==> config.mk <==
export PLATFORM = sky130hd
export DESIGN_NAME = stopwatch_bcd
export DESIGN_NICKNAME = d
export VERILOG_FILES = /design/src/rtl/stopwatch_bcd_pkg.sv /design/src/rtl/stopwatch_bcd_digit.sv /design/src/rtl/stopwatch_bcd.sv
export SDC_FILE = /design/constraint.sdc
export NUM_CORES = 1
export LEC_CHECK = 0
export ABC_AREA = 1
export CAP_MARGIN = 10
export CORE_MARGIN = 2
export CORE_UTILIZATION = 47
export CTS_BUF_LIST = sky130_fd_sc_hd__clkbuf_8
export DETAILED_ROUTE_END_ITERATION = 8
export PLACE_DENSITY = 0.74
export SYNTH_ARGS = -nofsm -noshare
export SYNTH_HDL_FRONTEND = slang
export SYNTH_SLANG_ARGS = --single-unit
==> constraint.sdc <==
create_clock -name clk -period 1.61 [get_ports clk]
set_clock_uncertainty 0.05 [all_clocks]
set_input_delay 0.161 -clock clk [delete_from_list [all_inputs] [get_ports clk]]
set_output_delay 0.161 -clock clk [all_outputs]
set_load 0.01 [all_outputs]
==> src/rtl/stopwatch_bcd_pkg.sv <==
// stopwatch_pkg
// Shared types and constants for the BCD stopwatch.
//   sw_state_t : control FSM state encoding (IDLE, RUN, PAUSE, DONE)
//   bcd_t      : one 4-bit BCD digit
//   *_MOD      : modulus of each display digit
//   bcd_top()  : last legal value of a digit with a given modulus
package stopwatch_pkg;

    typedef enum logic [1:0] {
        IDLE  = 2'd0,
        RUN   = 2'd1,
        PAUSE = 2'd2,
        DONE  = 2'd3
    } sw_state_t;

    typedef logic [3:0] bcd_t;

    localparam int HUND_MOD = 10;
    localparam int SEC0_MOD = 10;
    localparam int SEC1_MOD = 6;
    localparam int MIN_MOD  = 10;

    function automatic bcd_t bcd_top(input int modulus);
        return bcd_t'(modulus - 1);
    endfunction

endpackage

==> src/rtl/stopwatch_bcd_digit.sv <==
// bcd_digit
// One decade of the stopwatch display counter.
//   clk   : system clock, rising edge
//   rst   : synchronous active-high reset, q -> 0
//   clr   : synchronous clear, q -> 0
//   inc   : advance by one this cycle
//   q     : current digit value, always in 0..MOD-1
//   carry : combinational, high when this increment wraps the digit
module bcd_digit
    import stopwatch_pkg::*;
#(
    parameter int MOD = 10
) (
    input  logic clk,
    input  logic rst,
    input  logic clr,
    input  logic inc,
    output bcd_t q,
    output logic carry
);

    logic at_top;

    assign at_top = (q == bcd_top(MOD));
    assign carry  = inc && at_top;

    always_ff @(posedge clk) begin
        if (rst || clr) begin
            q <= '0;
        end else if (inc) begin
            q <= at_top ? '0 : q + bcd_t'(1);
        end
    end

endmodule

==> src/rtl/stopwatch_bcd.sv <==
// stopwatch_bcd
// M:SS.hh stopwatch driven by an upstream 1 ms tick, with start/pause/clear
// control and either wrap-around or saturation at 9:59.99.
//   clk        : system clock, rising edge
//   rst        : synchronous active-high reset
//   tick       : single-cycle 1 ms strobe
//   start_stop : single-cycle start / pause / resume pulse
//   clear      : single-cycle pulse, zero the time and return to IDLE
//   timer_en   : enable for the upstream millisecond timer (high in RUN)
//   running    : high in RUN
//   done       : high in DONE (saturated at 9:59.99)
//   ovf        : one-cycle pulse when an increment passes 9:59.99
//   d_hund0..d_min : BCD display digits
module stopwatch_bcd
    import stopwatch_pkg::*;
#(
    parameter int TICKS_PER_HUND = 10,
    parameter bit WRAP           = 1'b0
) (
    input  logic clk,
    input  logic rst,
    input  logic tick,
    input  logic start_stop,
    input  logic clear,
    output logic timer_en,
    output logic running,
    output logic done,
    output logic ovf,
    output bcd_t d_hund0,
    output bcd_t d_hund1,
    output bcd_t d_sec0,
    output bcd_t d_sec1,
    output bcd_t d_min
);

    localparam logic [9:0] PRESC_LAST = 10'(TICKS_PER_HUND - 1);

    sw_state_t  state;
    sw_state_t  state_nx;
    logic [9:0] presc;

    logic counted;
    logic hund_fire;
    logic at_max;
    logic ovf_evt;
    logic hund_inc;
    logic c_hund0;
    logic c_hund1;
    logic c_sec0;
    logic c_sec1;
    logic c_min;

    // A tick only counts while running; a simultaneous clear wins over it.
    assign counted   = tick && (state == RUN) && !clear;
    assign hund_fire = counted && (presc == PRESC_LAST);

    assign at_max = (d_min   == bcd_top(MIN_MOD))  &&
                    (d_sec1  == bcd_top(SEC1_MOD)) &&
                    (d_sec0  == bcd_top(SEC0_MOD)) &&
                    (d_hund1 == bcd_top(HUND_MOD)) &&
                    (d_hund0 == bcd_top(HUND_MOD));

    // In saturating mode the cascade is never advanced past 9:59.99, so the
    // minute carry cannot fire there and the overflow is detected up front.
    assign hund_inc = hund_fire && (WRAP || !at_max);
    assign ovf_evt  = WRAP ? c_min : (hund_fire && at_max);

    // Next-state logic: clear beats start_stop; a saturating overflow forces
    // DONE even if start_stop arrived in the same cycle.
    always_comb begin
        state_nx = state;
        if (clear) begin
            state_nx = IDLE;
        end else begin
            if (start_stop) begin
                case (state)
                    IDLE:    state_nx = RUN;
                    RUN:     state_nx = PAUSE;
                    PAUSE:   state_nx = RUN;
                    default: state_nx = state;
                endcase
            end
            if (!WRAP && ovf_evt) begin
                state_nx = DONE;
            end
        end
    end

    // State, prescaler and status flags. Flags are decoded from the next
    // state so they line up with the state register.
    always_ff @(posedge clk) begin
        if (rst) begin
            state    <= IDLE;
            presc    <= '0;
            timer_en <= 1'b0;
            running  <= 1'b0;
            done     <= 1'b0;
            ovf      <= 1'b0;
        end else begin
            state    <= state_nx;
            timer_en <= (state_nx == RUN);
            running  <= (state_nx == RUN);
            done     <= (state_nx == DONE);
            ovf      <= ovf_evt;
            if (clear) begin
                presc <= '0;
            end else if (counted) begin
                presc <= (presc == PRESC_LAST) ? '0 : presc + 10'd1;
            end
        end
    end

    bcd_digit #(.MOD(HUND_MOD)) u_hund0 (
        .clk(clk), .rst(rst), .clr(clear), .inc(hund_inc), .q(d_hund0), .carry(c_hund0)
    );
    bcd_digit #(.MOD(HUND_MOD)) u_hund1 (
        .clk(clk), .rst(rst), .clr(clear), .inc(c_hund0), .q(d_hund1), .carry(c_hund1)
    );
    bcd_digit #(.MOD(SEC0_MOD)) u_sec0 (
        .clk(clk), .rst(rst), .clr(clear), .inc(c_hund1), .q(d_sec0), .carry(c_sec0)
    );
    bcd_digit #(.MOD(SEC1_MOD)) u_sec1 (
        .clk(clk), .rst(rst), .clr(clear), .inc(c_sec0), .q(d_sec1), .carry(c_sec1)
    );
    bcd_digit #(.MOD(MIN_MOD)) u_min (
        .clk(clk), .rst(rst), .clr(clear), .inc(c_sec1), .q(d_min), .carry(c_min)
    );

endmodule
==> impl_summary.txt, run 1 <==
----------------------------------------------------
[Route]
  Via-to-Cell Ratio ... 4.94
  Routed wire length ... 4250 um
  Router iterations before antenna repair ... 5
  Final ANT Viol Nets ... 0
  Detailed Route Iter0 Violations ... 64
  Number of remaining DRC errors ... 0
  Via Count ... 1844
  Per-cell routed wire length ... 11.4 um

[Setup path]
  Endpoint arrival time on the critical path ... 1800 ps
  CP Data Required Time ... 1800 ps
  List of cells traversed by the critical path ... inv_2 > ha_4 > nand2_4 > nor2_4 > nand3_2 > nor2_4 > nand4_4 > inv_2 > nand3_2 > a21oi_2
  Largest stage delay on the critical path ... 330 ps
  Crit end category ... register
  Startpoint class of the critical path ... register
  Slowest cell on the critical path ... sky130_fd_sc_hd__dfxtp_2
  Category of the critical setup timing path ... register to register
  Maximum fanout encountered on the critical timing path ... 7

[Floorplan]
  Area inside the core boundary ... 0.00394 mm2
  Die Outline Area ... 0.00454 mm2
  Die Y ... 67.4 um
  Ports placed on the boundary ... 29
  Width of the die ... 67.4 um
  Cell row count ... 23
  Initial core utilization ... 47.9%

[Yosys]
  Post-synthesis instance total ... 258
  Register bit total from synthesis ... 35
  Mean instance size in the synthesized netlist ... 7.32 um2
  Number of enable flip-flop cells after synthesis ... 0
  Synthesis warning total ... 0
  Sequential element share of the synthesized area ... 37.1%
  Fraction of registers with async set/reset ... 0%
  Mapped Nets ... 265
  Prevailing post-synth register cell ... sky130_fd_sc_hd__dfxtp_1
  Netlist Area Pre-Place ... 0.00189 mm2
  Post-synth cell types ... 32

[STA]
  RSZ-0062 raised after global routing ... true
  Transition time of the tightest slew-check pin ... 283 ps
  Setup-failing EPs final ... 1
  Accumulated negative setup slack ... -1.99 ps
  Final hold violation count ... 0
  Max Slew Vio Count ... 0
  Achievable clock frequency ... 0.620 GHz
  Final period demand of the worst path ... 1610 ps
  Post-route setup slack ... -1.99 ps
  Max_slew headroom ... 81.1%
  Final period util ... 100%

[Place]
  Final RePlAce weighted congestion ... 0.779
  Port bufs ... 28
  Detailed placer's ending HPWL ... 3030 um
  Area post-placement ... 0.00243 mm2

[Clock tree]
  Clock slew at reported path FFs ... 70 ps
  TritonCTS clock tree ... done
  Later-pin clock latency in the skew report ... 300 ps
  Clock sinks ... 35
  H-tree depth reported by CTS ... 2
  Worst-case clock buffer depth ... 2
  Buffer cell driving the clock tree root ... sky130_fd_sc_hd__clkbuf_8
  Total clock buffers created by CTS ... 5

[Final layout]
  Post-route core utilization ... 69.0%
  Post-route standard cell area excluding fillers ... 0.00272 mm2
  Area growth, synth to finish ... 44.0%
  Number of antenna cells inserted ... 0
  Fraction of layout instances using a drive strength above 1 ... 32.5%
  Number of filler instances in the final layout ... 330
  Final nets ... 329

[Global routing]
  Largest net degree at the start of global routing ... 11
  Total grt overflow ... 0
  Initial antenna violation count ... 0
  Global-route wire length before repair ... 6940 um
  GR Util All Layers ... 20.7%
  Via count of the first global-routing pass ... 1722

[Status]
  Run status ... complete, but fails checks
  Violations in the final reports ... setup timing

[Hold path]
  Worst min path class ... register to register

[Run]
  Total of max-cap violations ... 0

[Power]
  Max IR drop VDD ... 0.352 mV
  Static leakage ... 1.02 nW
  Power density relative to cell area ... 610 mW/mm2

----------------------------------------------------
[cell usage after synthesis, drive strengths merged, types with 2 or more instances]
cell type  count  area, um2
nand2         51        216
nor2          47        269
inv           38        143
dfxtp         35        701
a21oi         20        100
nand3         18        100
nand4         10       83.8
o21ai         10       53.8
nor3           5       25.0
xnor2          5       43.8
xor2           4       35.0
buf            2       18.8
clkinv         2       7.51
ha             2       25.0
nor3b          2       15.0
o21bai         2       15.0
[per-layer routing]
| metal | vias to the layer above | GRT usage (%) | part of all wire [%] |
|---|---|---|---|
| met2 | 27 | 37.4 | 51 |
| met3 | 12 | 4.33 | 3.0 |
| met1 | 853 | 22.2 | 43 |
| met4 | 0 | 11.5 | 3.1 |
| li1 | 952 | - | - |
| met5 | - | 0 | 0 |
[sequential cells by signal, indices dropped and copies added (netlist names), 2 cells and up]
register	flops
presc	10
u_hund0.q	4
u_hund1.q	4
u_min.q	4
u_sec0.q	4
u_sec1.q	4
state	2
[per-stage QoR]
| stage | hold slack, ps | setup WS [ps] | instances | total power, mW |
|---|---|---|---|---|
| 2_1_floorplan | 184 | 65.3 | 258 | 0.927 |
| 3_3_place_gp | 420 | -116 | 362 | 0.966 |
| 3_5_place_dp | 424 | -189 | 362 | 0.967 |
| 4_1_cts | 435 | -2.09 | 370 | 1.67 |
| 5_1_grt | 470 | -121 | 373 | 1.72 |
| 6_report | 450 | -1.99 | 373 | 1.66 |
[worst max-delay path: cells and delay by family (launching register included)]
| family | cells | cell delay [ps] |
|---|---|---|
| simple gates | 6 | 740 |
| compound gates | 1 | 130 |
| fa+ha+maj | 1 | 130 |
| buf+inv | 2 | 170 |
| flops | 1 | 330 |
[layout make-up]
class | instances | area (um2) | share of cell area [%]
well taps | 50 | 62.6 | 2.30
multi-input cells | 180 | 1180 | 43.5
clock buffers | 7 | 96.3 | 3.54
clock inverters | 1 | 3.75 | 0.138
flip-flops and latches | 35 | 703 | 25.8
repair buffers | 60 | 520 | 19.1
inverters | 40 | 150 | 5.52
[report_power, final]
part	switching [mW]	internal (mW)	total, mW	leakage (nW)
clock	0.321	0.384	0.705	0.0557
combinational	0.0436	0.0395	0.0830	0.685
sequential	0.00215	0.869	0.871	0.283
total	0.367	1.29	1.66	1.02
[path summary, 6_finish.rpt]
check              startpoint     endpoint  slack [ps]  depth (start not counted)
setup / recovery     presc[1]  u_sec0.q[2]          -2                         10
hold / removal    u_sec0.q[2]  u_sec0.q[2]         450                          2
setup reg to reg     presc[1]  u_sec0.q[2]          -2                         10
hold reg to reg   u_sec0.q[2]  u_sec0.q[2]         450                          2
[logic make-up after synthesis]
group	share of synthesized area (%)
buffers and inverters	9.14
and+or+nand+nor	37.9
adders and majority gates	1.32
AOI/OAI and AO/OA	9.74
muxes	0.596
xor gates and xnor gates	4.17
DFF	37.1
[what timing repair did]
action	CTS	global route
endpoints found under the setup margin	15	21
pin swaps	9	21
gates resized for setup	20	25
setup buffers	1	3
hold buffers	0	0
[cells in the final DEF, fill, tap and decap left out, types with 3 or more instances in the layout]
cell type / netlist / final
sky130_fd_sc_hd__clkdlybuf4s50_1: 0 / 28
sky130_fd_sc_hd__nor2_4: 5 / 12
sky130_fd_sc_hd__a21oi_2: 0 / 5
sky130_fd_sc_hd__nand3_1: 16 / 11
sky130_fd_sc_hd__nand2_1: 45 / 39
sky130_fd_sc_hd__buf_4: 1 / 32
sky130_fd_sc_hd__xnor2_1: 5 / 5
sky130_fd_sc_hd__nor2_2: 9 / 7
sky130_fd_sc_hd__nand4_1: 8 / 8
sky130_fd_sc_hd__nand3_2: 2 / 6
sky130_fd_sc_hd__a21oi_1: 20 / 15
sky130_fd_sc_hd__nand2_2: 4 / 8
sky130_fd_sc_hd__nand2_4: 2 / 4
sky130_fd_sc_hd__xor2_1: 4 / 4
sky130_fd_sc_hd__nor2_1: 31 / 26
sky130_fd_sc_hd__clkbuf_8: 0 / 7
sky130_fd_sc_hd__dfxtp_1: 35 / 33
sky130_fd_sc_hd__o21ai_2: 1 / 3
sky130_fd_sc_hd__nor3_1: 5 / 4
sky130_fd_sc_hd__inv_2: 9 / 10
sky130_fd_sc_hd__o21ai_0: 9 / 5
sky130_fd_sc_hd__inv_1: 29 / 29
No activity file was read; power rests on OpenSTA's default activity.
==> inputs of run 2 (changes only) <==
--- a/config.mk
+++ b/config.mk
@@ -7,11 +7,13 @@
 export LEC_CHECK = 0
 export ABC_AREA = 1
 export CAP_MARGIN = 10
+export CELL_PAD_IN_SITES_DETAIL_PLACEMENT = 0
+export CELL_PAD_IN_SITES_GLOBAL_PLACEMENT = 1
 export CORE_MARGIN = 2
-export CORE_UTILIZATION = 47
+export CORE_UTILIZATION = 36
 export CTS_BUF_LIST = sky130_fd_sc_hd__clkbuf_8
 export DETAILED_ROUTE_END_ITERATION = 8
-export PLACE_DENSITY = 0.74
+export PLACE_DENSITY_LB_ADDON = 0.1
 export SYNTH_ARGS = -nofsm -noshare
 export SYNTH_HDL_FRONTEND = slang
 export SYNTH_SLANG_ARGS = --single-unit
==> run 2 against run 1 <==
The run still ends with setup timing left. Critical path depth rose by 2. Combinational power barely moved. First-iteration DRC count fell by 6.3%. Core utilization fell by 13 points. Non-clock buffer count rose by 14. Cell area rose by 3.9%. Power fell by 0.40%. Register-to-register slack got worse by 20 ps. Hold slack got worse by 24 ps. Largest cell class unchanged. Largest power group unchanged.
==> impl_summary.txt, run 2 (synthesis results as in run 1) <==
----------------------------------------------------
[Global routing]
  GR Util All Layers ... 15.5% (was 20.7%)
  Initial antenna violation count ... 0 (unchanged)
  Global-route wire length before repair ... 7270 um (was 6940 um)
  Largest net degree at the start of global routing ... 14 (was 11)
  Total grt overflow ... 0 (unchanged)
  Via count of the first global-routing pass ... 1661 (was 1722)

[STA]
  RSZ-0062 raised after global routing ... true (unchanged)
  Setup-failing EPs final ... 5 (was 1)
  Post-route setup slack ... -25.9 ps (was -1.99 ps)
  Final period demand of the worst path ... 1640 ps (was 1610 ps)
  Transition time of the tightest slew-check pin ... 253 ps (was 283 ps)
  Final hold violation count ... 0 (unchanged)
  Achievable clock frequency ... 0.611 GHz (was 0.620 GHz)
  Max Slew Vio Count ... 0 (unchanged)
  Final period util ... 102% (was 100%)
  Max_slew headroom ... 83.1% (was 81.1%)

[Clock tree]
  Worst-case clock buffer depth ... 2 (unchanged)
  Total clock buffers created by CTS ... 5 (unchanged)
  Clock sinks ... 35 (unchanged)
  Buffer cell driving the clock tree root ... sky130_fd_sc_hd__clkbuf_8 (unchanged)
  Clock slew at reported path FFs ... 70 ps (about the same)
  H-tree depth reported by CTS ... 2 (unchanged)
  Later-pin clock latency in the skew report ... 290 ps (was 300 ps)
  TritonCTS clock tree ... done (unchanged)

[Hold path]
  Hold worst-path end ... u_hund0.q[2] (was u_sec0.q[2])
  Worst hold stages ... 2 (unchanged)
  Worst min path class ... register to register (unchanged)
  Startpoint of the lowest-slack hold path ... u_hund0.q[2] (was u_sec0.q[2])

[Route]
  Via-to-Cell Ratio ... 4.51 (was 4.94)
  Detailed Route Iter0 Violations ... 60 (was 64)
  Per-cell routed wire length ... 10.3 um (was 11.4 um)
  Routed wire length ... 4180 um (was 4250 um)
  Number of remaining DRC errors ... 0 (unchanged)
  Router iterations before antenna repair ... 4 (was 5)
  Via Count ... 1835 (was 1844)
  Final ANT Viol Nets ... 0 (unchanged)

[Final layout]
  Commonest non-fill, non-tap cells in the layout ... sky130_fd_sc_hd__buf_4 (43), sky130_fd_sc_hd__nand2_1 (41), sky130_fd_sc_hd__dfxtp_1 (33) (was sky130_fd_sc_hd__nand2_1 (39), sky130_fd_sc_hd__dfxtp_1 (33), sky130_fd_sc_hd__buf_4 (32))
  Fraction of layout instances using a drive strength above 1 ... 33.8% (was 32.5%)
  Number of filler instances in the final layout ... 538 (was 330)
  Commonest non-fill, non-tap cell in the layout ... sky130_fd_sc_hd__buf_4 (was sky130_fd_sc_hd__nand2_1)
  Finished Layout Cells ... 407 (was 373)
  Number of antenna cells inserted ... 0 (unchanged)
  Final nets ... 343 (was 329)
  Most flops, register ... presc (unchanged)
  Area growth, synth to finish ... 49.6% (was 44.0%)
  Largest register FFs ... 10 (unchanged)

[Run]
  Total of max-cap violations ... 0 (unchanged)

[Status]
  Violations in the final reports ... setup timing (unchanged)
  Run status ... complete, but fails checks (unchanged)

[Setup path]
  Cell with the most instances on the worst path ... sky130_fd_sc_hd__nor2_4
  CP Data Required Time ... 1740 ps (was 1800 ps)
  Endpoint of the most critical register-to-register path ... u_sec1.q[2] (was u_sec0.q[2])
  Endpoint arrival time on the critical path ... 1770 ps (was 1800 ps)
  Slowest cell on the critical path ... sky130_fd_sc_hd__dfxtp_2 (unchanged)
  Largest stage delay on the critical path ... 320 ps (was 330 ps)
  Slack of the worst reg-to-reg path ... -30 ps (was -2 ps)
  Worst Reg-to-Reg Cells ... 12 (was 10)
  Maximum fanout encountered on the critical timing path ... 5 (was 7)
  Startpoint class of the critical path ... register (unchanged)
  Crit end category ... register (unchanged)
  Category of the critical setup timing path ... register to register (unchanged)
  List of cells traversed by the critical path ... inv_2 > ha_4 > nand2_4 > nor2_4 > buf_6 > nand2_2 > nor2_4 > nand3_4 > nor2_4 > nand3_1 > nand2_1 > nor2_1 (was inv_2 > ha_4 > nand2_4 > nor2_4 > nand3_2 > nor2_4 > nand4_4 > inv_2 > nand3_2 > a21oi_2)
  Reg2Reg Launch Point ... presc[1] (unchanged)

[Place]
  Port bufs ... 28 (unchanged)
  Detailed placer's ending HPWL ... 3180 um (was 3030 um)
  Final RePlAce weighted congestion ... 0.764 (was 0.779)
  Placed cell count ... 394 (was 362)

[Floorplan]
  Die Outline Area ... 0.00584 mm2 (was 0.00454 mm2)
  Ports placed on the boundary ... 29 (unchanged)
  Initial core utilization ... 37.2% (was 47.9%)
  Die Y ... 76.4 um (was 67.4 um)
  Cell row count ... 26 (was 23)
  Area inside the core boundary ... 0.00507 mm2 (was 0.00394 mm2)
  Width of the die ... 76.4 um (was 67.4 um)

[Power]
  Power density relative to cell area ... 585 mW/mm2 (was 610 mW/mm2)
  Max IR drop VDD ... 0.318 mV (was 0.352 mV)
  Static leakage ... 1.09 nW (was 1.02 nW)
  Total Power Consumption ... 1.65 mW (was 1.66 mW)

----------------------------------------------------
run 2: changes by cell type in the layout (fill, tap and decap cells not counted), moves of 4 or more:
cell                      before  now
sky130_fd_sc_hd__nor2_2        7   11
sky130_fd_sc_hd__buf_4        32   43
sky130_fd_sc_hd__a21oi_1      15   19
sky130_fd_sc_hd__a21oi_2       5    1
run 2: what timing repair did:
| action | 4_1_cts | 5_1_grt |
|---|---|---|
| gates resized for setup | 13 | 29 |
| endpoints found under the setup margin | 12 | 29 |
| buffers inserted | 1 | 4 |
| hold buffers | 0 | 0 |
| pin swaps | 5 | 16 |
run 2: stage by stage:
step                      cell area [um2]  hold slack [ps]  setup slack (ps)  setup TNS (ps)  util, %
after floorplan                      1890              184              65.3               0        -
after global placement               2540              418              -171           -2400     50.1
after detailed placement             2540              425              -203           -2710     50.1
after CTS                            2700              436             -39.1            -208     53.2
after global routing                 2830              458              -137           -2040     55.7
final                                2830              426             -25.9           -95.8     55.7
run 2: critical path: cells and delay by family (launching register included):
kind | cells | cell delay, ps
flip-flops | 1 | 320
adder cells (fa/ha/maj) | 1 | 130
buffers and inverters | 2 | 160
AND/OR/NAND/NOR | 9 | 880
run 2: cell type report:
cell class	count	area, um2	area share (%)
multi-input cells	180	1150	40.6
flip-flops and latches	35	703	24.9
repair buffers	74	637	22.5
inverters	40	150	5.31
clock buffers	7	96.3	3.41
well taps	70	87.6	3.10
clock inverters	1	3.75	0.133
run 2: worst max path at each step:
stage                  endpoint  slack, ps      from  depth (start not counted)
global placement    u_sec1.q[1]       -170     clear                          9
finish              u_sec1.q[2]        -30  presc[1]                         12
global route        u_sec1.q[1]       -140  presc[1]                         10
CTS                 u_sec1.q[1]        -40  presc[1]                         10
floorplan           u_sec1.q[3]         70  presc[0]                          8
detailed placement  u_sec1.q[1]       -200     clear                          9
run 2: report_power, final:
| group | total (mW) | internal, mW | switching [mW] |
|---|---|---|---|
| Combinational | 0.0832 | 0.0407 | 0.0424 |
| Sequential | 0.871 | 0.869 | 0.00222 |
| Clock | 0.698 | 0.384 | 0.314 |
| Total | 1.65 | 1.29 | 0.359 |
run 2: metal layers:
metal | track usage, % | share of wire [%]
met2 | 24.9 | 47
met4 | 7.09 | 2.0
met1 | 20.2 | 49
met3 | 2.84 | 2.5
met5 | 0 | 0
